===== config.mk =====
export PLATFORM = sky130hd
export DESIGN_NAME = rf68000_ring_server
export DESIGN_NICKNAME = d
export VERILOG_FILES = /design/src/rtl/rf68000_ring_server.sv
export SDC_FILE = /design/constraint.sdc
export NUM_CORES = 1
export LEC_CHECK = 0
export ABC_AREA = 1
export BUFFER_PORTS_ARGS = -buffer_cell sky130_fd_sc_hd__buf_4
export CORE_MARGIN = 1
export CORE_UTILIZATION = 40
export DETAILED_ROUTE_END_ITERATION = 12
export PLACE_DENSITY = 0.66
export SLEW_MARGIN = 20
export SYNTH_ARGS = -nofsm -noshare
export SYNTH_HDL_FRONTEND = slang
export SYNTH_SLANG_ARGS = --single-unit

===== constraint.sdc =====
create_clock -name clk_i -period 2.9 [get_ports clk_i]
set_input_delay 0.145 -clock clk_i [delete_from_list [all_inputs] [get_ports clk_i]]
set_output_delay 0.145 -clock clk_i [all_outputs]
set_load 0.02 [all_outputs]

===== src/rtl/rf68000_ring_server.sv =====
// Global server node on the rf68000 request/response rings: queues bus requests, runs them on the
// global bus, returns results and scrubs aged packets. Optional macro: RING_SERVER_RETRY_EN.
package rf68000_ring_server_pkg;

    typedef struct packed {
        logic [5:0]  did;
        logic [5:0]  sid;
        logic [5:0]  age;
        logic        ack;
        logic [3:0]  typ;
        logic [3:0]  sel;
        logic [7:0]  asid;
        logic        mmus;
        logic        ios;
        logic        iops;
        logic [31:0] adr;
        logic [31:0] dat;
    } packet_t;

    // Only the fields the sequencer needs are kept in the request FIFO.
    typedef struct packed {
        logic [5:0]  sid;
        logic [3:0]  typ;
        logic [3:0]  sel;
        logic [7:0]  asid;
        logic        mmus;
        logic        ios;
        logic        iops;
        logic [31:0] adr;
        logic [31:0] dat;
    } req_t;

    localparam logic [3:0] PT_NULL  = 4'd0;
    localparam logic [3:0] PT_READ  = 4'd1;
    localparam logic [3:0] PT_WRITE = 4'd2;
    localparam logic [3:0] PT_AREAD = 4'd3;
    localparam logic [3:0] PT_ACK   = 4'd4;
    localparam logic [3:0] PT_AACK  = 4'd5;
    localparam logic [3:0] PT_ERR   = 4'd6;
    localparam logic [3:0] PT_VPA   = 4'd7;
    localparam logic [3:0] PT_RETRY = 4'd8;

endpackage

module rf68000_ring_server
    import rf68000_ring_server_pkg::*;
#(
    parameter logic [5:0] SERVER_ID  = 6'd62,
    parameter int         FIFO_DEPTH = 4,
    parameter logic [5:0] AGE_MAX    = 6'd63,
    parameter int         TIMEOUT    = 256
) (
    input  logic        clk_i,
    input  logic        rst_ni,
    input  packet_t     packet_i,
    output packet_t     packet_o,
    input  packet_t     rpacket_i,
    output packet_t     rpacket_o,
    output logic [5:0]  m_core_o,
    output logic        m_cyc_o,
    output logic        m_stb_o,
    output logic        m_we_o,
    output logic [3:0]  m_sel_o,
    output logic [7:0]  m_asid_o,
    output logic [31:0] m_adr_o,
    output logic [31:0] m_dat_o,
    output logic        m_mmus_o,
    output logic        m_ios_o,
    output logic        m_iops_o,
    input  logic        m_ack_i,
    input  logic        m_err_i,
    input  logic        m_vpa_i,
    input  logic [31:0] m_dat_i,
    output logic [4:0]  fifo_cnt_o,
    output logic [15:0] drop_cnt_o
);

    localparam int            AW           = $clog2(FIFO_DEPTH);
    localparam int            TW           = $clog2(TIMEOUT) + 1;
    localparam logic [TW-1:0] TIMEOUT_LAST = TW'(TIMEOUT - 1);
    localparam logic [4:0]    DEPTH_CNT    = 5'(FIFO_DEPTH);

    typedef enum logic [0:0] {S_IDLE = 1'b0, S_BUS = 1'b1} state_t;

    function automatic logic [5:0] age_inc(input logic [5:0] age);
        if (age == 6'd63) begin
            age_inc = 6'd63;
        end else begin
            age_inc = age + 6'd1;
        end
    endfunction

    function automatic logic is_request(input logic [3:0] typ);
        is_request = (typ == PT_READ) || (typ == PT_AREAD) || (typ == PT_WRITE);
    endfunction

    function automatic req_t to_req(input packet_t p);
        to_req = '{sid: p.sid, typ: p.typ, sel: p.sel, asid: p.asid, mmus: p.mmus,
                   ios: p.ios, iops: p.iops, adr: p.adr, dat: p.dat};
    endfunction

    function automatic packet_t make_retry(input packet_t p);
        make_retry     = '0;
        make_retry.sid = SERVER_ID;
        make_retry.did = p.sid;
        make_retry.ack = 1'b1;
        make_retry.typ = PT_RETRY;
        make_retry.adr = p.adr;
    endfunction

    state_t         state_r, state_next_s;
    req_t           fifo_mem_r [FIFO_DEPTH];
    logic [AW:0]    wr_ptr_r, rd_ptr_r;
    logic [4:0]     cnt_r;
    logic           full_s, empty_s, push_s, pop_s, drop_s, retry_s, retry_ok_s;
    logic           term_s, timeout_s;
    logic [TW-1:0]  timer_r;
    logic [15:0]    drop_cnt_r;
    packet_t        pkt_next_s, aged_s, packet_r, rpacket_r, resp_r, resp_next_s, retry_pkt_s;
    logic           resp_valid_r;
    req_t           head_s;
    logic [3:0]     req_typ_r;
    logic           m_cyc_r, m_stb_r, m_we_r, m_mmus_r, m_ios_r, m_iops_r;
    logic [3:0]     m_sel_r;
    logic [5:0]     m_core_r;
    logic [7:0]     m_asid_r;
    logic [31:0]    m_adr_r, m_dat_r;

    assign full_s      = (cnt_r == DEPTH_CNT);
    assign empty_s     = (cnt_r == 5'd0);
    assign head_s      = fifo_mem_r[rd_ptr_r[AW-1:0]];
    assign timeout_s   = m_cyc_r && (timer_r == TIMEOUT_LAST);
    assign retry_pkt_s = make_retry(packet_i);

`ifdef RING_SERVER_RETRY_EN
    assign retry_ok_s = !resp_valid_r && !term_s;
`else
    assign retry_ok_s = 1'b0;
`endif

    // Request ring: capture, discard, age or pass each slot.
    always_comb begin
        pkt_next_s  = packet_i;
        push_s      = 1'b0;
        drop_s      = 1'b0;
        retry_s     = 1'b0;
        aged_s      = packet_i;
        aged_s.age  = age_inc(packet_i.age);
        if (packet_i.did == SERVER_ID) begin
            if (is_request(packet_i.typ)) begin
                if (!full_s) begin
                    push_s         = 1'b1;
                    pkt_next_s.did = 6'd0;
                    pkt_next_s.sid = 6'd0;
                end else if (retry_ok_s) begin
                    retry_s    = 1'b1;
                    pkt_next_s = '0;
                end else if (aged_s.age == AGE_MAX) begin
                    drop_s     = 1'b1;
                    pkt_next_s = '0;
                end else begin
                    pkt_next_s = aged_s;
                end
            end else begin
                pkt_next_s = '0;
            end
        end else if (packet_i.did != 6'd0) begin
            if (aged_s.age == AGE_MAX) begin
                drop_s     = 1'b1;
                pkt_next_s = '0;
            end else begin
                pkt_next_s = aged_s;
            end
        end else begin
            pkt_next_s = packet_i;
        end
    end

    // Ring output registers and scrub counter.
    always_ff @(posedge clk_i or negedge rst_ni) begin
        if (!rst_ni) begin
            packet_r   <= '0;
            drop_cnt_r <= 16'd0;
        end else begin
            packet_r <= pkt_next_s;
            if (drop_s && (drop_cnt_r != 16'hFFFF)) begin
                drop_cnt_r <= drop_cnt_r + 16'd1;
            end else begin
                drop_cnt_r <= drop_cnt_r;
            end
        end
    end

    // Request FIFO storage, pointers (with wrap bit) and occupancy.
    always_ff @(posedge clk_i or negedge rst_ni) begin
        if (!rst_ni) begin
            for (int i = 0; i < FIFO_DEPTH; i++) begin
                fifo_mem_r[i] <= '0;
            end
            wr_ptr_r <= '0;
            rd_ptr_r <= '0;
            cnt_r    <= 5'd0;
        end else begin
            if (push_s) begin
                fifo_mem_r[wr_ptr_r[AW-1:0]] <= to_req(packet_i);
                wr_ptr_r                     <= wr_ptr_r + 1'b1;
            end
            if (pop_s) begin
                rd_ptr_r <= rd_ptr_r + 1'b1;
            end
            case ({push_s, pop_s})
                2'b10:   cnt_r <= cnt_r + 5'd1;
                2'b01:   cnt_r <= cnt_r - 5'd1;
                default: cnt_r <= cnt_r;
            endcase
        end
    end

    // Sequencer state register.
    always_ff @(posedge clk_i or negedge rst_ni) begin
        if (!rst_ni) begin
            state_r <= S_IDLE;
        end else begin
            state_r <= state_next_s;
        end
    end

    // Sequencer next state.
    always_comb begin
        state_next_s = state_r;
        case (state_r)
            S_IDLE:  state_next_s = pop_s ? S_BUS : S_IDLE;
            S_BUS:   state_next_s = term_s ? S_IDLE : S_BUS;
            default: state_next_s = S_IDLE;
        endcase
    end

    // Sequencer controls; a held response blocks both a new pop and completing the bus cycle.
    always_comb begin
        pop_s  = 1'b0;
        term_s = 1'b0;
        case (state_r)
            S_IDLE:  pop_s  = !empty_s && !resp_valid_r;
            S_BUS:   term_s = !resp_valid_r && (m_ack_i || m_err_i || m_vpa_i || timeout_s);
            default: begin
                pop_s  = 1'b0;
                term_s = 1'b0;
            end
        endcase
    end

    // Bus master registers, loaded on pop and cleared on termination.
    always_ff @(posedge clk_i or negedge rst_ni) begin
        if (!rst_ni) begin
            {m_cyc_r, m_stb_r, m_we_r, m_mmus_r, m_ios_r, m_iops_r} <= 6'd0;
            m_sel_r   <= 4'd0;
            m_core_r  <= 6'd0;
            m_asid_r  <= 8'd0;
            m_adr_r   <= 32'd0;
            m_dat_r   <= 32'd0;
            req_typ_r <= PT_NULL;
        end else if (pop_s) begin
            m_cyc_r   <= 1'b1;
            m_stb_r   <= 1'b1;
            m_we_r    <= (head_s.typ == PT_WRITE);
            m_sel_r   <= (head_s.typ == PT_WRITE) ? head_s.sel : 4'hF;
            m_dat_r   <= (head_s.typ == PT_WRITE) ? head_s.dat : 32'd0;
            m_core_r  <= head_s.sid;
            m_asid_r  <= head_s.asid;
            m_adr_r   <= head_s.adr;
            m_mmus_r  <= head_s.mmus;
            m_ios_r   <= head_s.ios;
            m_iops_r  <= head_s.iops;
            req_typ_r <= head_s.typ;
        end else if (term_s) begin
            {m_cyc_r, m_stb_r, m_we_r, m_mmus_r, m_ios_r, m_iops_r} <= 6'd0;
            m_sel_r   <= 4'd0;
            m_core_r  <= 6'd0;
            m_asid_r  <= 8'd0;
            m_adr_r   <= 32'd0;
            m_dat_r   <= 32'd0;
            req_typ_r <= PT_NULL;
        end else begin
            m_cyc_r <= m_cyc_r;
        end
    end

    // Bus watchdog; parks at the last count while a completed result waits for the buffer.
    always_ff @(posedge clk_i or negedge rst_ni) begin
        if (!rst_ni) begin
            timer_r <= '0;
        end else if (pop_s || term_s) begin
            timer_r <= '0;
        end else if (m_cyc_r && (timer_r != TIMEOUT_LAST)) begin
            timer_r <= timer_r + 1'b1;
        end else begin
            timer_r <= timer_r;
        end
    end

    // Response packet from the finished bus cycle, or a retry notice.
    always_comb begin
        resp_next_s = '0;
        if (term_s) begin
            resp_next_s.sid  = SERVER_ID;
            resp_next_s.did  = m_core_r;
            resp_next_s.ack  = 1'b1;
            resp_next_s.adr  = m_adr_r;
            resp_next_s.asid = m_asid_r;
            resp_next_s.mmus = m_mmus_r;
            resp_next_s.ios  = m_ios_r;
            resp_next_s.iops = m_iops_r;
            resp_next_s.dat  = (req_typ_r == PT_WRITE) ? 32'd0 : m_dat_i;
            if (m_ack_i) begin
                resp_next_s.typ = (req_typ_r == PT_AREAD) ? PT_AACK : PT_ACK;
            end else if (m_err_i) begin
                resp_next_s.typ = PT_ERR;
            end else if (m_vpa_i) begin
                resp_next_s.typ = PT_VPA;
            end else begin
                resp_next_s.typ = PT_ERR;
            end
        end else begin
            resp_next_s = retry_pkt_s;
        end
    end

    // Response buffer and response ring stage; the buffer drains into the first empty slot.
    always_ff @(posedge clk_i or negedge rst_ni) begin
        if (!rst_ni) begin
            resp_r       <= '0;
            resp_valid_r <= 1'b0;
            rpacket_r    <= '0;
        end else begin
            if (resp_valid_r && (rpacket_i.did == 6'd0)) begin
                rpacket_r <= resp_r;
            end else begin
                rpacket_r <= rpacket_i;
            end
            if (term_s || retry_s) begin
                resp_r       <= resp_next_s;
                resp_valid_r <= 1'b1;
            end else if (resp_valid_r && (rpacket_i.did == 6'd0)) begin
                resp_valid_r <= 1'b0;
            end else begin
                resp_valid_r <= resp_valid_r;
            end
        end
    end

    assign packet_o   = packet_r;
    assign rpacket_o  = rpacket_r;
    assign m_core_o   = m_core_r;
    assign m_cyc_o    = m_cyc_r;
    assign m_stb_o    = m_stb_r;
    assign m_we_o     = m_we_r;
    assign m_sel_o    = m_sel_r;
    assign m_asid_o   = m_asid_r;
    assign m_adr_o    = m_adr_r;
    assign m_dat_o    = m_dat_r;
    assign m_mmus_o   = m_mmus_r;
    assign m_ios_o    = m_ios_r;
    assign m_iops_o   = m_iops_r;
    assign fifo_cnt_o = cnt_r;
    assign drop_cnt_o = drop_cnt_r;

endmodule

* Word-level counts from Yosys, hierarchy flattened
Cells that the tools add are included.
** Storage, ports and cells
- Register bits :: 776
- Latch bits :: 0
- RAM bits :: 0
- Bits in read-only memories :: 0
- Input bits :: 241
- Output and inout port bits :: 313
- Memories kept :: 0
** Operators by class
- Add/subtract/negate cells :: 7
- $mul :: 0
- Div/mod/pow operators :: 0
- $lt $le $gt $ge :: 3
- Eq/ne operators :: 15
- Shift operators :: 0
- Mux-type cells :: 55
- Bitwise operators :: 3
- Reductions and logical operators :: 22
** Operators by type and width (count)
- $mux 102 :: 5
- $bwmux 356 :: 1
- $mux 89 :: 3
- $bmux 89 s2 :: 1
- $demux 89 s2 :: 1
- $mux 32 :: 5
- $mux 90 :: 1
- $mux 4 :: 6
- $mux 1 :: 22
- $eq 4x2->1 const B :: 5
- $eq 6x6->1 const B :: 3
- $mux 6 :: 3
- $mux 9 :: 2
- $add 16x1->16 const B :: 1
- $mux 8 :: 2
- $ne 16x16->1 const B :: 1
- $mux 12 :: 1
- $pmux 5 s2 :: 1
- $add 9x1->9 const B :: 1
- $eq 9x8->1 const B :: 1
- $ne 9x8->1 const B :: 1
- $reduce_bool 2->1 :: 4
- $logic_and 1x1->1 :: 7
- $add 3x1->3 const B :: 2
- 17 further kinds :: 25

* Longest topological paths before layout
Gate-level depths: netlist of run 1.
- Depth after elaboration :: 8
- Mapped depth :: 18
- Gate-level depth less buffers :: 17

* Worst setup path before layout of run 1
Ideal clock, no wire load.
- Path kind :: reg2reg
- From :: reg cnt_r[1], in the netlist fifo_cnt_o[1]
- To :: reg cnt_r[4], in the netlist fifo_cnt_o[4]
- Library setup time :: 0.083 ns
- Data arrival time :: 2.436 ns
- Slack :: 0.382 ns
- Stages on the path, launching flop included :: 18
- Buffers on the path :: 1
- Cell sequence :: dfrtp_1 nor2_1 nand4_1 nand2_1 nor2_1 buf_4 inv_1 ha_1 xor2_1 ha_1 inv_1 nand2_1 nand2_1 nand2_1 a21oi_1 xor2_1 nand2_1 o21ai_0
** Between the ends
- Word-level cells in the longest chain between the ends :: 6
** Ends and longest elaborated chain
- start, declared :: line 114 : logic [4:0] cnt_r;
- start signal, assigned :: line 212 : 2'b10: cnt_r <= cnt_r + 5'd1;
- start signal, assigned :: line 213 : 2'b01: cnt_r <= cnt_r - 5'd1;
- start signal, assigned :: line 214 : default: cnt_r <= cnt_r;
- $eq 5x3->1 / $logic_not 5->1 (equally long branches) :: line 129, 130
- $mux 1 / $logic_not 1->1 (equally long branches) :: line 151, 243
- $mux 1 / $logic_and 1x1->1 (equally long branches) :: line 150, 243
- $mux 1, on equally long branches :: line 149, 242
- $eq 2x1->1 / $eq 2x2->1 (equally long branches) :: line 211 : case ({push_s, pop_s})
- $pmux 5 s2 / $reduce_bool 2->1 (equally long branches)
Parallel ways exist; a longest one is shown, timed or not.
A chain may end at the register's enable or synchronous reset.

* Worst setup path in the final report of run 1
Same ends and word-level chain as after synthesis.

==> results of run 1 <==
## layout make-up
| class | count | share of cell area, % |
|---|---|---|
| antenna | 4 | 0.0240 |
| clock buffer | 123 | 5.73 |
| clock inverter | 23 | 0.795 |
| inverter | 257 | 2.33 |
| multi-input combinational | 2194 | 24.2 |
| sequential | 771 | 46.3 |
| tap | 1040 | 3.12 |
| timing repair buffer | 851 | 17.6 |
## through the flow
stage	setup WS, ns	cell area (um2)	hold WS (ns)	utilization (%)	cells
2_1_floorplan	0.382	31600	-0.151	-	3483
5_1_grt	0.0410	41700	0.0187	53.7	5263
3_3_place_gp	0.458	36600	0.0840	47.1	4872
6_report	0.300	41700	0.0219	53.7	5263
4_1_cts	0.319	41700	0.00636	53.7	5259
3_5_place_dp	0.340	36600	0.0884	47.1	4872
## report_power, final
| group | internal, mW | switching, mW | leakage (nW) |
|---|---|---|---|
| logic | 2.89 | 5.35 | 9.05 |
| clock network | 6.18 | 4.34 | 1.33 |
| registers | 12.2 | 0.894 | 10.1 |
| total | 21.2 | 10.6 | 20.5 |
## worst max-delay path by stage
stage,slack (ns),startpoint,depth (start not counted),to
2_1_floorplan,0.38,fifo_cnt_o[1],17,fifo_cnt_o[4]
3_3_place_gp,0.46,fifo_cnt_o[1],16,fifo_cnt_o[4]
3_5_place_dp,0.34,fifo_cnt_o[0],16,fifo_cnt_o[4]
4_1_cts,0.32,fifo_cnt_o[1],16,fifo_cnt_o[4]
5_1_grt,0.04,fifo_cnt_o[1],16,fifo_cnt_o[4]
6_report,0.30,fifo_cnt_o[1],16,fifo_cnt_o[4]
## kinds of logic after synthesis
group                      count (synthesis)  synth area share [%]
muxes                                      1                0.0317
DFF                                      771                  61.1
adders and majority gates                 12                 0.476
AOI/OAI and AO/OA                        820                  14.1
buffers and inverters                    518                  7.13
and+or+nand+nor                         1339                  16.5
xor gates and xnor gates                  22                 0.611
## metal layers
metal | routed length, um | track usage, %
met1 | 40200 | 30.4
met2 | 44600 | 37.5
met3 | 5160 | 3.77
met4 | 3130 | 8.95
met5 | 13 | 0
## registers in the layout (all words and copies together) (netlist names), 9 cells and up
name / cells
drop_cnt_o: 16
fifo_mem_r: 356
m_dat_o: 32
m_adr_o: 32
timer_r: 9
packet_o: 102
resp_r: 84
rpacket_o: 102
## layout by cell type, fill, tap and decap left out, drive strengths merged, types with 6 or more instances in the layout
cell type and count:
a21oi 113, a221o 49, buf 610, clkbuf 123
clkinv 18, dfrtp 771, dlygate4sd3 241, ha 12
inv 256, nand2 1009, nand3 82, nand4 6
nor2 218, nor3 16, o21ai 609, o22ai 39
xnor2 6, xor2 16
## repair_timing
item / 4_1_cts / 5_1_grt
setup endpoints to repair: 0 / 0
hold buffers: 241 / 0
endpoints found under the hold margin: 1030 / 0
==> results by group, run 1 <==
Clocking
  – Setup Fix Bufs, Post-CTS: 0
  – CTS tree: yes
  – # resized after CTS: 0
  – H-tree levels: 3
  – Clock buffer depth: 3
  – CTS Buf Count: 84
  – CTS Root Cell: clkbuf_16
  – Worst-path clk slew: 0.06 ns
  – Clk sinks: 771
  – Clk Latency, worst-skew pair: 0.63 ns

Synthesis
  – Top cells by area, synth: dfrtp_1 (61%), nand2_1 (12%), o21ai_0 (9.7%), inv_1 (3.0%), nor2_1 (2.6%)
  – Post-synth top area cell: dfrtp_1
  – Post-Syn Area: 0.0316 mm2
  – Syn nets: 3,736
  – Top FF cell, synth: dfrtp_1
  – Count leader, synth: nand2_1
  – Register area share after synthesis: 61.1%
  – Synthesized flop and latch total: 771
  – Post-synth cell types: 39
  – Warnings from Yosys: 0
  – Most frequent cells after synthesis: nand2_1 (1,007), dfrtp_1 (771), o21ai_0 (609)
  – Top cell type's share of synthesized area: 61.1%
  – EDFF count, synth: 0
  – Cell count after synthesis: 3,483
  – Avg Inst Size Synth: 9.06 um2
  – FFs w/ async S/R, synth: 100%

Setup path
  – Worst EP required: 3.39 ns
  – Most frequent CP cell: nand2_1
  – Crit-path max FO: 5
  – Worst Setup End Kind: register
  – Top Family by Delay on Critical Path: simple AND/OR/NAND/NOR gates
  – Reg2reg end: fifo_cnt_o[4]
  – FF-to-FF Start: fifo_cnt_o[1]
  – Reg2reg path depth: 16
  – R2r setup slk: 0.30 ns
  – CP max stage delay: 0.42 ns
  – Setup Crit Path Kind: reg -> reg
  – Slowest-stage cell, CP: dfrtp_1
  – CP bufs+invs: 2
  – CP Launch Type: register
  – Critical path arrival: 3.09 ns
  – Worst-path cell chain: nor2_1, nand4_1, nand2_1, nor2_1, inv_1, ha_1, xor2_1, ha_1, inv_1, nand2_1, nand2_1, nand2_1, a21oi_1, xor2_1, nand2_1, o21ai_0

STA
  – Slew @ Worst Pin: 0.830 ns
  – Tcrit/Tclk final: 89.7%
  – Final setup fails: 0
  – RSZ-0062 raised after global routing: false
  – Worst slew margin: 44.7%
  – Final Max Tran Viols: 0
  – Final hold violations: 0
  – Minimum clock period: 2.60 ns
  – Layout Skew: 0.0252 ns
  – TNS Setup: 0 ns
  – Max Fclk: 385 MHz

Drt
  – Initial DRC count: 2,008
  – Antenna-violating nets left: 0
  – Final wirelength: 93,200 um
  – Vias: 26,300
  – Drt via density: 5.00
  – Post-route DRC: 0
  – Avg WL per Cell: 17.7 um
  – First-pass DRT Iterations: 6

Global routing
  – Largest net degree at the start of global routing: 129
  – GR Overflow Total: 0
  – Vias in the first global route: 25,900
  – Overall routing resource usage: 22.9%
  – Initial antenna violation count: 5
  – First-pass GRT wire length: 145,000 um

Final layout
  – FF+latch area: 0.0193 mm2
  – Nets: 4,412
  – Area of the multi-input gates: 0.0101 mm2
  – Area Overhead vs Synth: 32.2%
  – Layout fillers: 6,875
  – Layout cells sized above 1: 17.9%

Power and ir drop
  – Total chip power: 31.8 mW
  – Power Dens Cells: 763 mW/mm2
  – Leakage: 20.5 nW
  – Peak VDD IR: 0.615 mV

Floorplan
  – Row count: 102
  – Initial Utilization: 40.6%
  – Die X: 283 um
  – Chip height: 283 um
  – Total core area: 0.0777 mm2
  – # IOs: 554
  – Die area: 0.0800 mm2

Placed design
  – Number of I/O port buffers: 553
  – Placer Congestion: 0.857
  – Post-DP HPWL: 57,900 um

Flow run
  – Maxcap violations: 0

Worst hold path
  – Hold Crit Class: in -> async

Outcome
  – Status: finished, final reports clean
(Power assumes the default switching activity.)
==> run 2: changes to the inputs <==
--- a/config.mk
+++ b/config.mk
@@ -8,9 +8,10 @@
 export ABC_AREA = 1
 export BUFFER_PORTS_ARGS = -buffer_cell sky130_fd_sc_hd__buf_4
 export CORE_MARGIN = 1
-export CORE_UTILIZATION = 40
+export CORE_UTILIZATION = 30
 export DETAILED_ROUTE_END_ITERATION = 12
-export PLACE_DENSITY = 0.66
+export PLACE_DENSITY = 0.54
+export RECOVER_POWER = 50
 export SLEW_MARGIN = 20
 export SYNTH_ARGS = -nofsm -noshare
 export SYNTH_HDL_FRONTEND = slang
==> run 2 against run 1 <==
Compared with the run above: the run now ends with max-capacitance violations, max-slew violations left; die area rose by 33%; cell area rose by 0.38%; sequential cell count did not move; maximum frequency fell by 0.17%; utilization fell by 13 points; setup slack got worse by 0.0045 ns; hold slack improved by 0.20 ns; critical path depth fell by 1; clock power rose by 9%; first-iteration DRC count fell by 19%; critical path type unchanged; critical endpoint is now timer_r[7].
==> results by group, run 2 (same netlist as run 1, synthesis figures left out) <==
Drt
  – Vias: 25,900 (-1.4%)
  – Final wirelength: 100,000 um (+7.5%)
  – Avg WL per Cell: 17.8 um (+0.52%)
  – Post-route DRC: 0 (unchanged)
  – Initial DRC count: 1,635 (-19%)
  – First-pass DRT Iterations: 5 (-1)
  – Antenna-violating nets left: 0 (unchanged)
  – Drt via density: 4.61 (-7.8%)

Floorplan
  – Die X: 326 um (+15%)
  – Initial Utilization: 30.4% (-10 points)
  – Chip height: 326 um (+15%)
  – # IOs: 554 (unchanged)
  – Die area: 0.106 mm2 (+33%)
  – Row count: 118 (+16%)
  – Total core area: 0.104 mm2 (+34%)

Final layout
  – FF+latch area: 0.0193 mm2 (unchanged)
  – Layout cells sized above 1: 14.9% (-3.1 points)
  – Max reg flops: 356 (unchanged)
  – Register with the highest flop count: fifo_mem_r
  – Area of the multi-input gates: 0.0101 mm2 (about the same)
  – Nets: 4,434 (+0.50%)
  – Antenna Diode Count: 0 (-4)
  – Most common cell after layout, fill and taps aside: nand2_1
  – Area Overhead vs Synth: 32.7%
  – Layout fillers: 10,500 (+53%)
  – Commonest cells after routing, fill and taps aside: nand2_1 (1,002), dfrtp_1 (769), o21ai_0 (609)
  – Final core utilization: 40.3% (-13 points)

STA
  – Layout Skew: 0.0392 ns (+0.0140 ns)
  – Tcrit/Tclk final: 89.8% (+0.15 points)
  – Final setup fails: 0 (unchanged)
  – Worst slew margin: -33.7% (-78 points)
  – Slew @ Worst Pin: 2.00 ns (+1.18 ns)
  – TNS Setup: 0 ns (unchanged)
  – Max Fclk: 384 MHz (-0.17%)
  – Minimum clock period: 2.60 ns (+0.00445 ns)
  – RSZ-0062 raised after global routing: false
  – Final Max Tran Viols: 60 (+60)
  – PnR worst setup slack: 0.295 ns (-0.00445 ns)
  – Final hold violations: 0 (unchanged)

Clocking
  – Clk sinks: 771 (unchanged)
  – Clk Latency, worst-skew pair: 0.67 ns (+0.04 ns)
  – CTS Buf Count: 89 (+6.0%)
  – CTS Root Cell: clkbuf_16
  – H-tree levels: 3 (unchanged)
  – CTS tree: yes
  – Clock buffer depth: 3 (unchanged)
  – Worst-path clk slew: 0.06 ns (about the same)

Setup path
  – CP max stage delay: 0.40 ns (-0.02 ns)
  – Setup Crit Path Kind: reg -> reg
  – Worst-path cell chain: ha_1, and3_1, nand3_1, nor3b_2, ha_2, a21oi_1, nand2_1, nand2_1, nor2_4, buf_4, nor2_4, inv_2, buf_12, a21oi_1, o21a_1
  – Critical path arrival: 3.14 ns (+0.05 ns)
  – Slowest-stage cell, CP: dfrtp_1
  – Top Family by Delay on Critical Path: simple AND/OR/NAND/NOR gates
  – Worst Setup End Kind: register
  – R2r setup slk: 0.30 ns (about the same)
  – Crit-path max FO: 50 (+45)
  – Worst EP required: 3.44 ns (+0.05 ns)
  – CP Launch Type: register
  – CP bufs+invs: 3 (+1)

Outcome
  – Status: complete, but fails checks
  – Failing checks: max-capacitance violations, max-slew violations

Power and ir drop
  – Internal: 21.6 mW (+1.9%)
  – Sw frac: 33.9% (+0.60 points)
  – Switching power total: 11.1 mW (+4.7%)
  – Clock share of power: 34.7% (+1.6 points)
  – Peak VDD IR: 0.422 mV (-31%)
  – Seq pwr share: 39.8% (-1.2 points)
  – Leakage: 20.1 nW (-1.9%)
  – Comb pwr share: 25.5% (-0.4 points)
  – Power Dens Cells: 781 mW/mm2 (+2.4%)

Global routing
  – Largest net degree at the start of global routing: 124 (-3.9%)
  – Vias in the first global route: 25,900 (unchanged)
  – Overall routing resource usage: 18.5% (-4.5 points)
  – Initial antenna violation count: 4 (-1)
  – GR Overflow Total: 0 (unchanged)
  – First-pass GRT wire length: 154,000 um (+6.8%)

Placed design
  – Place WS: 0.322 ns (-0.0180 ns)
  – Placer Congestion: 0.831 (-3.0%)
  – Post-DP HPWL: 62,900 um (+8.5%)
  – Number of I/O port buffers: 553 (unchanged)

Flow run
  – Maxcap violations: 1 (+1)

Worst hold path
  – Hold Crit Class: in -> reg
-- run 2: through the flow --
stage                     instance area (um2)  cells  power (mW)  hold slack, ns
final                                   41900   5628        32.7           0.222
after global routing                    41900   5628        34.5           0.197
after CTS                               42500   5622        33.3          0.0360
after detailed placement                37100   5219        21.4           0.176
after global placement                  37100   5219        21.4           0.176
after floorplan                         31600   3483        17.9          -0.151
-- run 2: cell type report --
| class | instances | area share, % |
|---|---|---|
| Clock buffer | 125 | 6.17 |
| Clock inverter | 33 | 0.932 |
| Inverter | 257 | 2.32 |
| Multi-Input combinational cell | 2194 | 24.1 |
| Sequential cell | 771 | 46.1 |
| Tap cell | 1380 | 4.12 |
| Timing Repair Buffer | 868 | 16.3 |
-- run 2: power groups by stage --
stage / logic [mW] / registers, mW / clock network, mW
after floorplan: 4.57 / 13.3 / 0
after global placement: 8.22 / 13.2 / 0
after detailed placement: 8.24 / 13.2 / 0
after CTS: 8.54 / 13.0 / 11.7
after global routing: 9.24 / 13.2 / 12.1
final: 8.35 / 13.0 / 11.4
-- run 2: worst paths after layout --
check | cells past startpoint | end | from
worst min register to register | 2 | rpacket_o[39] | resp_r[39]
worst max register to register | 15 | timer_r[7] | timer_r[0]
worst min-delay path | 4 | rpacket_o[29] | rpacket_i[29]
max in group asynchronous | 4 | m_sel_o[0] | rst_ni
min in group asynchronous | 2 | resp_r[49] | rst_ni
worst max-delay path | 15 | timer_r[7] | timer_r[0]
-- run 2: layer usage --
metal,track usage (%),wire length (um)
met3,3.47,4770
met2,30.9,48100
met4,4.77,1950
met5,0,46
met1,24.5,45200
-- run 2: repair_timing --
item                                    CTS  global route
endpoints found under the hold margin   880             0
resized for setup                         0             2
endpoints found under the setup margin    0             1
setup buffers                             0             4
hold buffers                            245             0
-- run 2: tightest hold or removal path: cells and delay by family --
| family | cells | cell delay (ns) |
|---|---|---|
| compound gates | 1 | 0.06 |
| buf+inv | 2 | 0.62 |
| simple gates | 1 | 0.04 |
